$ cat src/rtl/edge_counter_pkg.sv
// Shared constants and encodings for the edge counter bank.
// Optional build macro EDGE_COUNTER_SYNC_EN adds a 2-flop input synchronizer per channel.
package edge_counter_pkg;

  localparam int unsigned DEF_NUM_CH      = 4;
  localparam int unsigned DEF_COUNT_WIDTH = 8;

  typedef enum logic {
    DIR_DOWN = 1'b0,
    DIR_UP   = 1'b1
  } dir_e;

  typedef enum logic {
    MODE_WRAP = 1'b0,
    MODE_SAT  = 1'b1
  } mode_e;

endpackage

$ cat src/rtl/edge_counter_ch.sv
// One counter channel: optional input sync, rising-edge detect, up/down counter
// with clear/load priority, saturate-or-wrap limits, terminal and sticky wrap flags.
// Optional build macro EDGE_COUNTER_SYNC_EN inserts a 2-flop synchronizer on next_i.
module edge_counter_ch
  import edge_counter_pkg::*;
#(
  parameter int unsigned COUNT_WIDTH = DEF_COUNT_WIDTH
) (
  input  logic                   clk_i,
  input  logic                   rstn_i,
  input  logic                   next_i,
  input  logic                   dir_i,
  input  logic                   clr_i,
  input  logic                   load_i,
  input  logic [COUNT_WIDTH-1:0] load_val_i,
  input  logic                   sat_i,
  output logic [COUNT_WIDTH-1:0] count_o,
  output logic                   max_o,
  output logic                   zero_o,
  output logic                   wrap_o
);

  logic                   next_s;
  logic                   hist_q;
  logic                   edge_s;
  logic [COUNT_WIDTH-1:0] count_q, count_d;
  logic                   wrap_q, wrap_d;

`ifdef EDGE_COUNTER_SYNC_EN
  logic [1:0] sync_q;

  // Two-stage synchronizer for an asynchronous event source.
  always_ff @(posedge clk_i or negedge rstn_i) begin
    if (!rstn_i) sync_q <= '0;
    else         sync_q <= {sync_q[0], next_i};
  end

  assign next_s = sync_q[1];
`else
  assign next_s = next_i;
`endif

  // Edge history tracks the input every cycle, even when clr/load swallow the edge.
  always_ff @(posedge clk_i or negedge rstn_i) begin
    if (!rstn_i) hist_q <= 1'b0;
    else         hist_q <= next_s;
  end

  assign edge_s = next_s & ~hist_q;

  // Next count: clear beats load beats edge; limits either saturate or wrap.
  always_comb begin
    count_d = count_q;
    wrap_d  = wrap_q;
    if (clr_i) begin
      count_d = '0;
      wrap_d  = 1'b0;
    end else if (load_i) begin
      count_d = load_val_i;
    end else if (edge_s) begin
      if (dir_e'(dir_i) == DIR_UP) begin
        if (count_q != '1) begin
          count_d = count_q + COUNT_WIDTH'(1);
        end else if (mode_e'(sat_i) == MODE_WRAP) begin
          count_d = '0;
          wrap_d  = 1'b1;
        end
      end else begin
        if (count_q != '0) begin
          count_d = count_q - COUNT_WIDTH'(1);
        end else if (mode_e'(sat_i) == MODE_WRAP) begin
          count_d = '1;
          wrap_d  = 1'b1;
        end
      end
    end
  end

  // Count and sticky wrap registers.
  always_ff @(posedge clk_i or negedge rstn_i) begin
    if (!rstn_i) begin
      count_q <= '0;
      wrap_q  <= 1'b0;
    end else begin
      count_q <= count_d;
      wrap_q  <= wrap_d;
    end
  end

  assign count_o = count_q;
  assign max_o   = (count_q == '1);
  assign zero_o  = (count_q == '0);
  assign wrap_o  = wrap_q;

endmodule

$ cat src/rtl/edge_counter_bank.sv
// Multi-channel rising-edge event counter bank; one edge_counter_ch per channel,
// packed buses sliced COUNT_WIDTH bits per channel.
// Optional build macro EDGE_COUNTER_SYNC_EN (see edge_counter_ch).
module edge_counter_bank
  import edge_counter_pkg::*;
#(
  parameter int unsigned NUM_CH      = DEF_NUM_CH,
  parameter int unsigned COUNT_WIDTH = DEF_COUNT_WIDTH
) (
  input  logic                          clk_i,
  input  logic                          rstn_i,
  input  logic [NUM_CH-1:0]             next_i,
  input  logic [NUM_CH-1:0]             dir_i,
  input  logic [NUM_CH-1:0]             clr_i,
  input  logic [NUM_CH-1:0]             load_i,
  input  logic [NUM_CH*COUNT_WIDTH-1:0] load_val_i,
  input  logic [NUM_CH-1:0]             sat_i,
  output logic [NUM_CH*COUNT_WIDTH-1:0] count_o,
  output logic [NUM_CH-1:0]             max_o,
  output logic [NUM_CH-1:0]             zero_o,
  output logic [NUM_CH-1:0]             wrap_o
);

  for (genvar c = 0; c < NUM_CH; c++) begin : g_ch
    edge_counter_ch #(
      .COUNT_WIDTH(COUNT_WIDTH)
    ) u_ch (
      .clk_i      (clk_i),
      .rstn_i     (rstn_i),
      .next_i     (next_i[c]),
      .dir_i      (dir_i[c]),
      .clr_i      (clr_i[c]),
      .load_i     (load_i[c]),
      .load_val_i (load_val_i[c*COUNT_WIDTH +: COUNT_WIDTH]),
      .sat_i      (sat_i[c]),
      .count_o    (count_o[c*COUNT_WIDTH +: COUNT_WIDTH]),
      .max_o      (max_o[c]),
      .zero_o     (zero_o[c]),
      .wrap_o     (wrap_o[c])
    );
  end

endmodule

$ cat config.mk
export PLATFORM = sky130hd
export DESIGN_NAME = edge_counter_bank
export DESIGN_NICKNAME = d
export VERILOG_FILES = /design/src/rtl/edge_counter_pkg.sv /design/src/rtl/edge_counter_ch.sv /design/src/rtl/edge_counter_bank.sv
export SDC_FILE = /design/constraint.sdc
export NUM_CORES = 1
export LEC_CHECK = 0
export ABC_CLOCK_PERIOD_IN_PS = 5100
export CORE_ASPECT_RATIO = 1.1
export CORE_MARGIN = 3
export CORE_UTILIZATION = 45
export CTS_CLUSTER_SIZE = 24
export DETAILED_ROUTE_END_ITERATION = 12
export HOLD_SLACK_MARGIN = 0.05
export PLACE_DENSITY = 0.86
export SLEW_MARGIN = 20
export SYNTH_ARGS = -nofsm -noshare
export SYNTH_HDL_FRONTEND = slang
export SYNTH_HIERARCHICAL = 1
export SYNTH_SLANG_ARGS = --single-unit
$ cat constraint.sdc
create_clock -name clk_i -period 5.1 [get_ports clk_i]
set_input_delay 1.02 -clock clk_i [delete_from_list [all_inputs] [get_ports clk_i]]
set_output_delay 1.02 -clock clk_i [all_outputs]
set_load 0.05 [all_outputs]
# Word level (Yosys, flattened, before mapping)
# Index checks and enable logic that the tools add are counted.
# totals
latch_bits	0
mem_bits_ro	0
word_cells	140
regBits	40
inputBits	54
ram_bits	0
output_inout_bits	44
mem_count	0
# classes
n_eq_ne	28
addsub	8
n_div	0
mul	0
reduce_logical	24
shift	0
bitwise_logic	8
n_mux	60
n_lt_le_gt_ge	0
# ops
cell	count
2-to-1 mux 8 bit	32
!= test 5 x 4 -> 1 bit, second input constant	8
adder 8 x 1 -> 8 bit, second input constant	4
== test 8 bit, second input constant	4
logical NOT 8 bit	4
!= test 8 bit, second input constant	4
nonzero test 8 bit	4
subtractor 8 x 1 -> 8 bit, second input constant	4
2-to-1 mux 1 bit	28
!= test 3 bit, second input constant	8
AND reduction 4 bit	4
AND reduction 3 bit	4
nonzero test 3 bit	4
!= test 2 bit, second input constant	4
nonzero test 2 bit	4
bitwise AND 1 bit	4
NOT 1 bit	4

# Depth between registers and ports, before layout
# Gate-level depths: netlist of run 1.
# logic_depth
ltp_word	6
mapped_depth	9
depth_no_buf	7

# By module
# Netlist of run 1, hierarchy kept.
# by_module_without_submodules
module	cells_each	seq_area_each_um2	area_per_inst_um2	n_inst
edge_counter_ch at g_ch[1].u_ch ...	122	250.2	978.4	2
edge_counter_ch at g_ch[0].u_ch	116	250.2	1021.0	1
edge_counter_ch at g_ch[3].u_ch	118	250.2	985.9	1

# Worst setup path after synthesis of run 1
# Ideal clock, no wire load.
# synth_timing
kind	register -> output
from	reg g_ch[0].u_ch.count_q[3]
to	out max_o[0]
arrival_time_ns	2.295
path_stages_with_launch	6
path_slack_ns	1.785
t_required_ns	4.080
path_buffers	2
path_cell_list	dfrtp_1 -> buf_4 -> and4_1 -> buf_4 -> nand2_1 -> nor3_1
# synth_via
elab_chain_cells	1
# synth_rtl
item	line	source
from (decl)	edge_counter_ch.sv:26	logic [COUNT_WIDTH-1:0] count_q, count_d;
from (signal assigned)	edge_counter_ch.sv:85	count_q <= count_d;
== test 8 bit	edge_counter_ch.sv:91	assign max_o = (count_q == '1);
to (decl)	edge_counter_bank.sv:19	output logic [NUM_CH-1:0] max_o,
# Every way passes these cells.

# Worst setup path after layout of run 1
# layout_timing
from	reg g_ch[2].u_ch.count_q[0]
to	out zero_o[2]
# layout_via
elab_chain_cells	1
# layout_rtl
item	line	source
from (decl)	edge_counter_ch.sv:26	
from (signal assigned)	edge_counter_ch.sv:85	
logical NOT 8 bit	edge_counter_ch.sv:92	assign zero_o = (count_q == '0);
to (decl)	edge_counter_bank.sv:20	output logic [NUM_CH-1:0] zero_o,
# Every way passes these cells.

==> results of run 1 <==
==> metrics by stage <==
| stage | instances | cell area [µm²] | setup WS (ps) | hold WS, ps | power, mW |
|---|---|---|---|---|---|
| after floorplan | 478 | 3964 | 1785 | 603.1 | 0.7889 |
| after global placement | 650 | 4837 | 1590 | 493.7 | 0.9342 |
| after detailed placement | 650 | 4837 | 1519 | 502.6 | 0.9482 |
| after CTS | 657 | 4918 | 1356 | 535.8 | 1.158 |
| after global routing | 657 | 4921 | 1253 | 579.3 | 1.227 |
| final | 657 | 4921 | 1354 | 528.4 | 1.152 |
==> layer usage <==
layer | share of wire (%) | vias to the layer above
met5 | 0 | -
met4 | 2.4 | 0
met3 | 7.9 | 36
met2 | 48 | 217
met1 | 42 | 1899
li1 | - | 1916
==> final timing paths <==
check,from,end,slack (ps),depth (start not counted)
min in group asynchronous,rstn_i,g_ch[0].u_ch/count_o[3]$_DFFE_PN0P_,870,1
hold reg to reg,g_ch[3].u_ch/wrap_o$_DFFE_PN0P_,g_ch[3].u_ch/wrap_o$_DFFE_PN0P_,530,2
hold / removal,g_ch[3].u_ch/wrap_o$_DFFE_PN0P_,g_ch[3].u_ch/wrap_o$_DFFE_PN0P_,530,2
setup / recovery,g_ch[2].u_ch/count_o[0]$_DFFE_PN0P_,zero_o[2],1350,5
setup reg to reg,g_ch[3].u_ch/count_o[0]$_DFFE_PN0P_,g_ch[3].u_ch/count_o[4]$_DFFE_PN0P_,2370,7
max in group asynchronous,rstn_i,g_ch[1].u_ch/count_o[3]$_DFFE_PN0P_,3640,1
==> power groups by stage <==
stage          registers (mW)  logic, mW  clock network (mW)
2_1_floorplan           0.472      0.317                   0
3_3_place_gp            0.427      0.507                   0
3_5_place_dp            0.430      0.518                   0
4_1_cts                 0.424      0.520               0.214
5_1_grt                 0.435      0.564               0.228
6_report                0.426      0.523               0.203
==> placed cells by master (no fill, tap or decap), types with 4 or more instances in the layout <==
cell              n
nor3_1           14
clkdlybuf4s50_1  96
or4_1             4
a21oi_1          28
a22oi_1           4
a221oi_1          4
mux2i_1           6
o31ai_1           4
a221o_2           8
inv_1            27
dfrtp_1          40
a31oi_1           7
and2_1           13
nor2_1           52
mux2_4            7
a221o_1           5
clkbuf_8          5
nor4_1            9
a21o_1            4
o211ai_1          5
o221ai_1          4
a2111oi_0         6
nand2b_1          4
nand2_1          29
ha_1             12
xor2_1            9
o21ai_0          20
nand4_1          12
nor3b_1           5
nand3_1          13
xnor2_1           4
==> sequential cells by signal, indices dropped and copies added (netlist names) <==
signal / count
g_ch.u_ch/count_o: 32
g_ch.u_ch/wrap_o: 4
g_ch.u_ch/hist_q: 4
==> cell families after synthesis <==
logic type | Yosys count | synth area share [%]
and+or+nand+nor | 195 | 28.16
muxes | 16 | 5.303
DFF | 40 | 25.25
buffers and inverters | 63 | 8.396
xor gates and xnor gates | 13 | 2.872
AOI/OAI and AO/OA | 139 | 26.23
adders and majority gates | 12 | 3.788
==> final cells by class <==
type                            instances  area, µm²  share of cell area (%)
Inverter                               27      101.3                   2.059
Clock buffer                            5      68.82                   1.398
Tap cell                              111      138.9                   2.822
Timing Repair Buffer                   97      965.9                   19.63
Sequential cell                        40       1001                   20.34
Multi-Input combinational cell        375       2633                   53.50
Clock inverter                          2      12.51                  0.2543
==> critical path, stage by stage, from the launching register on <==
cell and delay [ps]:
dfrtp_1 510, inv_1 160, ha_1 160, or4b_4 500
and2b_2 290, clkdlybuf4s50_1 810
==> summary.md, run 1 <==
| Metric | Value |
|---|---|
| Die W | `95.49 µm` |
| Top cell type by total area after synthesis | `dfrtp_1` |
| Status | `finished clean` |
| Clock root buffer master | `clkbuf_8` |
| Clock latency on the worst-skew pair | `280 ps` |
| M2 GR Usage | `34.72%` |
| DRT Pass-1 Iters | `5` |
| Yosys top cell area share | `25.25%` |
| Final Hold Vio Count | `0` |
| Post-synth ARST share | `100.0%` |
| RSZ-0062 raised after global routing | `false` |
| IO Port Bufs | `97` |
| CP Capture Type | `primary output` |
| Combinational Power Share | `45.4%` |
| Core Rows | `35` |
| Worst vdd ir | `0.1285 mV` |
| Met3 Use GR | `4.342%` |
| Clock share of power | `17.6%` |
| Diodes inserted | `0` |
| Final setup violation count | `0` |
| Sequential share of power | `37.0%` |
| Initial antenna violation count | `0` |
| Area grow syn2layout | `24.15%` |
| CTS H-tree depth | `2` |
| Post-synth EDFFs | `0` |
| DRT iter0 DRCs | `181` |
| Synth Flop Type | `dfrtp_1` |
| Filler cells | `763` |
| GRT Resource Usage Total | `21.76%` |
| Most common cell in the netlist | `nor2_1` |
| Crit path required time | `4080 ps` |
| Critical path class | `reg -> out` |
| # clock sinks | `40` |
| Syn nets | `544` |
| Post-DRT Antenna Nets | `0` |
| Synth Register Bits | `40` |
| Int Pwr | `661.0 µW` |
| Starting density of the core | `46.66%` |
| Final Slew Violations | `0` |
| Setup tns final | `0 ps` |
| DPL Wire Length | `7.956 mm` |
| Cts hold-fix bufs | `0` |
| Worst slew pin tran | `936.5 ps` |
| DRC | `0` |
| Via-per-instance ratio | `6.192` |
| Die H | `104.4 µm` |
| GRT Max-Usage Layer | `met2` |
| Fraction of layout cells with a size suffix above 1 | `11.17%` |
| Mapped Cells | `478` |
| Distinct cell type count after synthesis | `77` |
| Period utilization | `73.44%` |
| Vias in the first global route | `3857` |
| Core ar. | `8496 µm²` |
| GR Overflow Total | `0` |
| Max Cap Viol | `0` |
| Worst-path clk slew | `80 ps` |
| Register area share after synthesis | `25.25%` |
| GR met1 Demand/Resource | `29.11%` |
| Synth Area per Inst | `8.292 µm²` |
| Main area contributors after synthesis | `dfrtp_1 25%, nor2_1 4.9%, ha_1 3.8%` |
| Fmax | `267.0 MHz` |
| DRT Wirelength | `10.75 mm` |
| Post-layout util | `57.92%` |
| Wirelength per Cell | `16.36 µm` |
| # Post-CTS Setup Buffers | `0` |
| Arrival time worst endpoint | `2730 ps` |
| IO Count | `98` |
| First-pass GRT wire length | `18.09 mm` |
| Leak pwr | `1.899 nW` |
| Max Buffers Root-to-Sink | `2` |
| Num CTS Buffers | `5` |
| CTS tree | `built` |
| Crit-path max FO | `12` |
| Sw power | `490.7 µW` |
| Worst Hold Class | `reg -> reg` |
| Synth Cell Area | `3964 µm²` |
| Startpoint types | `flip-flop` |
| Fin nets | `612` |
| RePlAce Congestion | `0.9283` |
| Die area | `9972 µm²` |
| Vias | `4068` |
| Net Sw Frac | `42.60%` |
| Slew HR | `37.57%` |
| Power per cell area | `234.0 nW/µm²` |
| Pin count of the biggest net entering global routing | `41` |
| Synth warn | `6` |
| Clock Skew | `5.840 ps` |
| # resized after CTS | `0` |
| Period minus WS final | `3746 ps` |
| Synth cell count leaders | `52 x nor2_1, 40 x dfrtp_1, 29 x nand2_1, 28 x a21oi_1, 27 x inv_1` |
No activity file was read; power rests on OpenSTA's default activity.
==> run 2, diff against run 1 <==
--- a/config.mk
+++ b/config.mk
@@ -5,7 +5,7 @@
 export SDC_FILE = /design/constraint.sdc
 export NUM_CORES = 1
 export LEC_CHECK = 0
-export ABC_CLOCK_PERIOD_IN_PS = 5100
+export ABC_CLOCK_PERIOD_IN_PS = 3500
 export CORE_ASPECT_RATIO = 1.1
 export CORE_MARGIN = 3
 export CORE_UTILIZATION = 45
==> constraint.sdc (replaced) <==
create_clock -name clk_i -period 3.5 [get_ports clk_i]
set_input_delay 0.7 -clock clk_i [delete_from_list [all_inputs] [get_ports clk_i]]
set_output_delay 0.7 -clock clk_i [all_outputs]
set_load 0.05 [all_outputs]
==> summary.md, run 2 (synthesized netlist as in run 1, its figures left out) <==
| Metric | Value |
|---|---|
| Worst setup margin | `96.45 ps (was 1354 ps)` |
| IO Port Bufs | `97 (unchanged)` |
| Slew HR | `36.63% (was 37.57%)` |
| Starting density of the core | `46.66% (unchanged)` |
| Area of the multi-input gates | `2631 µm² (was 2633 µm²)` |
| Sw power | `735.0 µW (was 490.7 µW)` |
| DPL Wire Length | `8.319 mm (was 7.956 mm)` |
| Hold_sp | `g_ch[2].u_ch/wrap_o$_DFFE_PN0P_ (was g_ch[3].u_ch/wrap_o$_DFFE_PN0P_)` |
| Core ar. | `8496 µm² (unchanged)` |
| GRT Resource Usage Total | `21.99% (was 21.76%)` |
| Most common cell after layout, fill and taps aside | `clkdlybuf4s50_1 (unchanged)` |
| Wirelength per Cell | `16.59 µm (was 16.36 µm)` |
| Setup tns final | `0 ps (unchanged)` |
| Pin count of the biggest net entering global routing | `41 (unchanged)` |
| Arrival time worst endpoint | `2700 ps (was 2730 ps)` |
| Pre-CTS setup slack | `426.9 ps (was 1519 ps)` |
| CP Cell Sequence | `inv_1 -> ha_1 -> or4b_4 -> and2b_2 -> clkdlybuf4s50_1 (unchanged)` |
| CTS H-tree depth | `2 (unchanged)` |
| Fraction of layout cells with a size suffix above 1 | `13.39% (was 11.17%)` |
| Post-Layout Cell Count | `671 (was 657)` |
| IO Count | `98 (unchanged)` |
| Net Sw Frac | `42.74% (was 42.60%)` |
| WL met3 | `895 µm (was 853 µm)` |
| Status | `finished clean (unchanged)` |
| Max incr delay on CP | `810 ps (about the same)` |
| Fin nets | `625 (was 612)` |
| FF/Latch Area | `1001 µm² (unchanged)` |
| Met1 WL | `4.649 mm (was 4.483 mm)` |
| Die W | `95.49 µm (unchanged)` |
| Reg-to-reg critical path startpoint | `g_ch[3].u_ch/count_o[0]$_DFFE_PN0P_ (unchanged)` |
| Die area | `9972 µm² (unchanged)` |
| Final Slew Violations | `0 (unchanged)` |
| DRT iter0 DRCs | `205 (was 181)` |
| Clock Skew | `10.32 ps (was 5.840 ps)` |
| Critical path class | `reg -> out (unchanged)` |
| Period minus WS final | `3404 ps` |
| Clock latency on the worst-skew pair | `300 ps (was 280 ps)` |
| Diodes inserted | `0 (unchanged)` |
| Int Pwr | `984.6 µW (was 661.0 µW)` |
| Final Hold Vio Count | `0 (unchanged)` |
| CP Capture Type | `primary output (unchanged)` |
| Period utilization | `97.24%` |
| Sequential share of power | `34.1% (was 37.0%)` |
| Clock share of power | `18.3% (was 17.6%)` |
| Worst vdd ir | `0.1823 mV (was 0.1285 mV)` |
| # Post-CTS Setup Buffers | `0 (unchanged)` |
| DRT Wirelength | `11.13 mm (was 10.75 mm)` |
| CP delay by family, top | `buffers and inverters (unchanged)` |
| RePlAce Congestion | `0.9761 (was 0.9283)` |
| Crit path required time | `2800 ps (was 4080 ps)` |
| Max Cap Viol | `0 (unchanged)` |
| DRC | `0 (unchanged)` |
| Num CTS Buffers | `5 (unchanged)` |
| CP max-delay cell | `clkdlybuf4s50_1 (unchanged)` |
| Combinational Power Share | `47.6% (was 45.4%)` |
| Worst slew pin tran | `950.6 ps (was 936.5 ps)` |
| Worst reg-to-reg setup slack | `770 ps (was 2370 ps)` |
| Cts hold-fix bufs | `0 (unchanged)` |
| Worst Hold Class | `reg -> reg (unchanged)` |
| Vias | `4113 (was 4068)` |
| Filler cells | `741 (was 763)` |
| Commonest cells after routing, fill and taps aside | `96 x clkdlybuf4s50_1, 52 x nor2_1, 40 x dfrtp_1, 29 x nand2_1, 28 x a21oi_1 (unchanged)` |
| Highest metal used | `met4 (unchanged)` |
| Via-per-instance ratio | `6.130 (was 6.192)` |
| Worst-path clk slew | `80 ps (about the same)` |
| Inst Count DP | `663 (was 650)` |
| Crit-path max FO | `12 (unchanged)` |
| Startpoint types | `flip-flop (unchanged)` |
| Initial antenna violation count | `0 (unchanged)` |
| Power per cell area | `342.3 nW/µm² (was 234.0 nW/µm²)` |
| Max reg flops | `32 (unchanged)` |
| Clock root buffer master | `clkbuf_8 (unchanged)` |
| Final Power | `1.720 mW (was 1.152 mW)` |
| Final setup violation count | `0 (unchanged)` |
| Post-DRT Antenna Nets | `0 (unchanged)` |
| Max Buffers Root-to-Sink | `2 (unchanged)` |
| WP buf/inv | `2 (unchanged)` |
| RSZ-0062 raised after global routing | `false (unchanged)` |
| CTS tree | `built (unchanged)` |
| Crit path launch | `g_ch[1].u_ch/count_o[0]$_DFFE_PN0P_ (was g_ch[2].u_ch/count_o[0]$_DFFE_PN0P_)` |
| First-pass GRT wire length | `18.27 mm (was 18.09 mm)` |
| GR Overflow Total | `0 (unchanged)` |
| Fmax | `293.8 MHz` |
| Core Rows | `35 (unchanged)` |
| Die H | `104.4 µm (unchanged)` |
| Vias in the first global route | `3838 (was 3857)` |
| DRT Pass-1 Iters | `7 (was 5)` |
| # clock sinks | `40 (unchanged)` |
| Leak pwr | `1.972 nW (was 1.899 nW)` |
| Routed met2 length | `5.342 mm (was 5.148 mm)` |
| # resized after CTS | `0 (unchanged)` |
| Area grow syn2layout | `26.74% (was 24.15%)` |
run 2: cell types whose count changed in the layout (fill, tap and decap cells not counted):
cell	previous run	this run
buf_4	0	13
clkinvlp_4	1	0
a2111oi_1	2	1
clkinv_4	0	1
a2111oi_0	6	7
clkinv_2	1	2
run 2: path summary, 6_finish.rpt:
path | depth (start not counted) | end
min in group asynchronous | 1 | g_ch[0].u_ch/count_o[3]$_DFFE_PN0P_
hold reg to reg | 2 | g_ch[2].u_ch/wrap_o$_DFFE_PN0P_
max in group asynchronous | 1 | g_ch[2].u_ch/count_o[6]$_DFFE_PN0P_
setup reg to reg | 7 | g_ch[3].u_ch/count_o[4]$_DFFE_PN0P_
setup / recovery | 5 | zero_o[1]
hold / removal | 2 | g_ch[2].u_ch/wrap_o$_DFFE_PN0P_
run 2: layer usage:
layer	vias to the layer above	global-route usage (%)
met5	-	0
met4	0	5.793
met3	26	3.835
met2	209	36.77
met1	1926	28.97
li1	1952	-
run 2: area by class of cell:
cell class                      instances  share of cell area [%]
Inverter                               27                   2.017
Sequential cell                        40                   19.93
Timing Repair Buffer                  110                   21.17
Tap cell                              111                   2.765
Multi-Input combinational cell        375                   52.38
Clock buffer                            5                   1.370
Clock inverter                          3                  0.3736
run 2: tightest hold or removal path, cell delays in order (launching register included):
cell	delay [ps]
dfrtp_1	360
nor2_1	50
nor2_1	70
run 2: stage by stage:
stage	utilization, %	cell area [µm²]	hold WS [ps]
global placement	58.09	4935	493.0
finish	59.13	5024	516.4
detailed placement	58.09	4935	499.4
global route	59.13	5024	544.1
CTS	59.12	5022	523.3
floorplan	-	3964	404.4
run 2: power by group through the flow:
stage	clock (mW)	combinational [mW]	sequential [mW]
6_report	0.315	0.819	0.586
5_1_grt	0.340	0.881	0.596
4_1_cts	0.325	0.814	0.583
3_5_place_dp	0	0.810	0.592
3_3_place_gp	0	0.796	0.588
2_1_floorplan	0	0.461	0.688
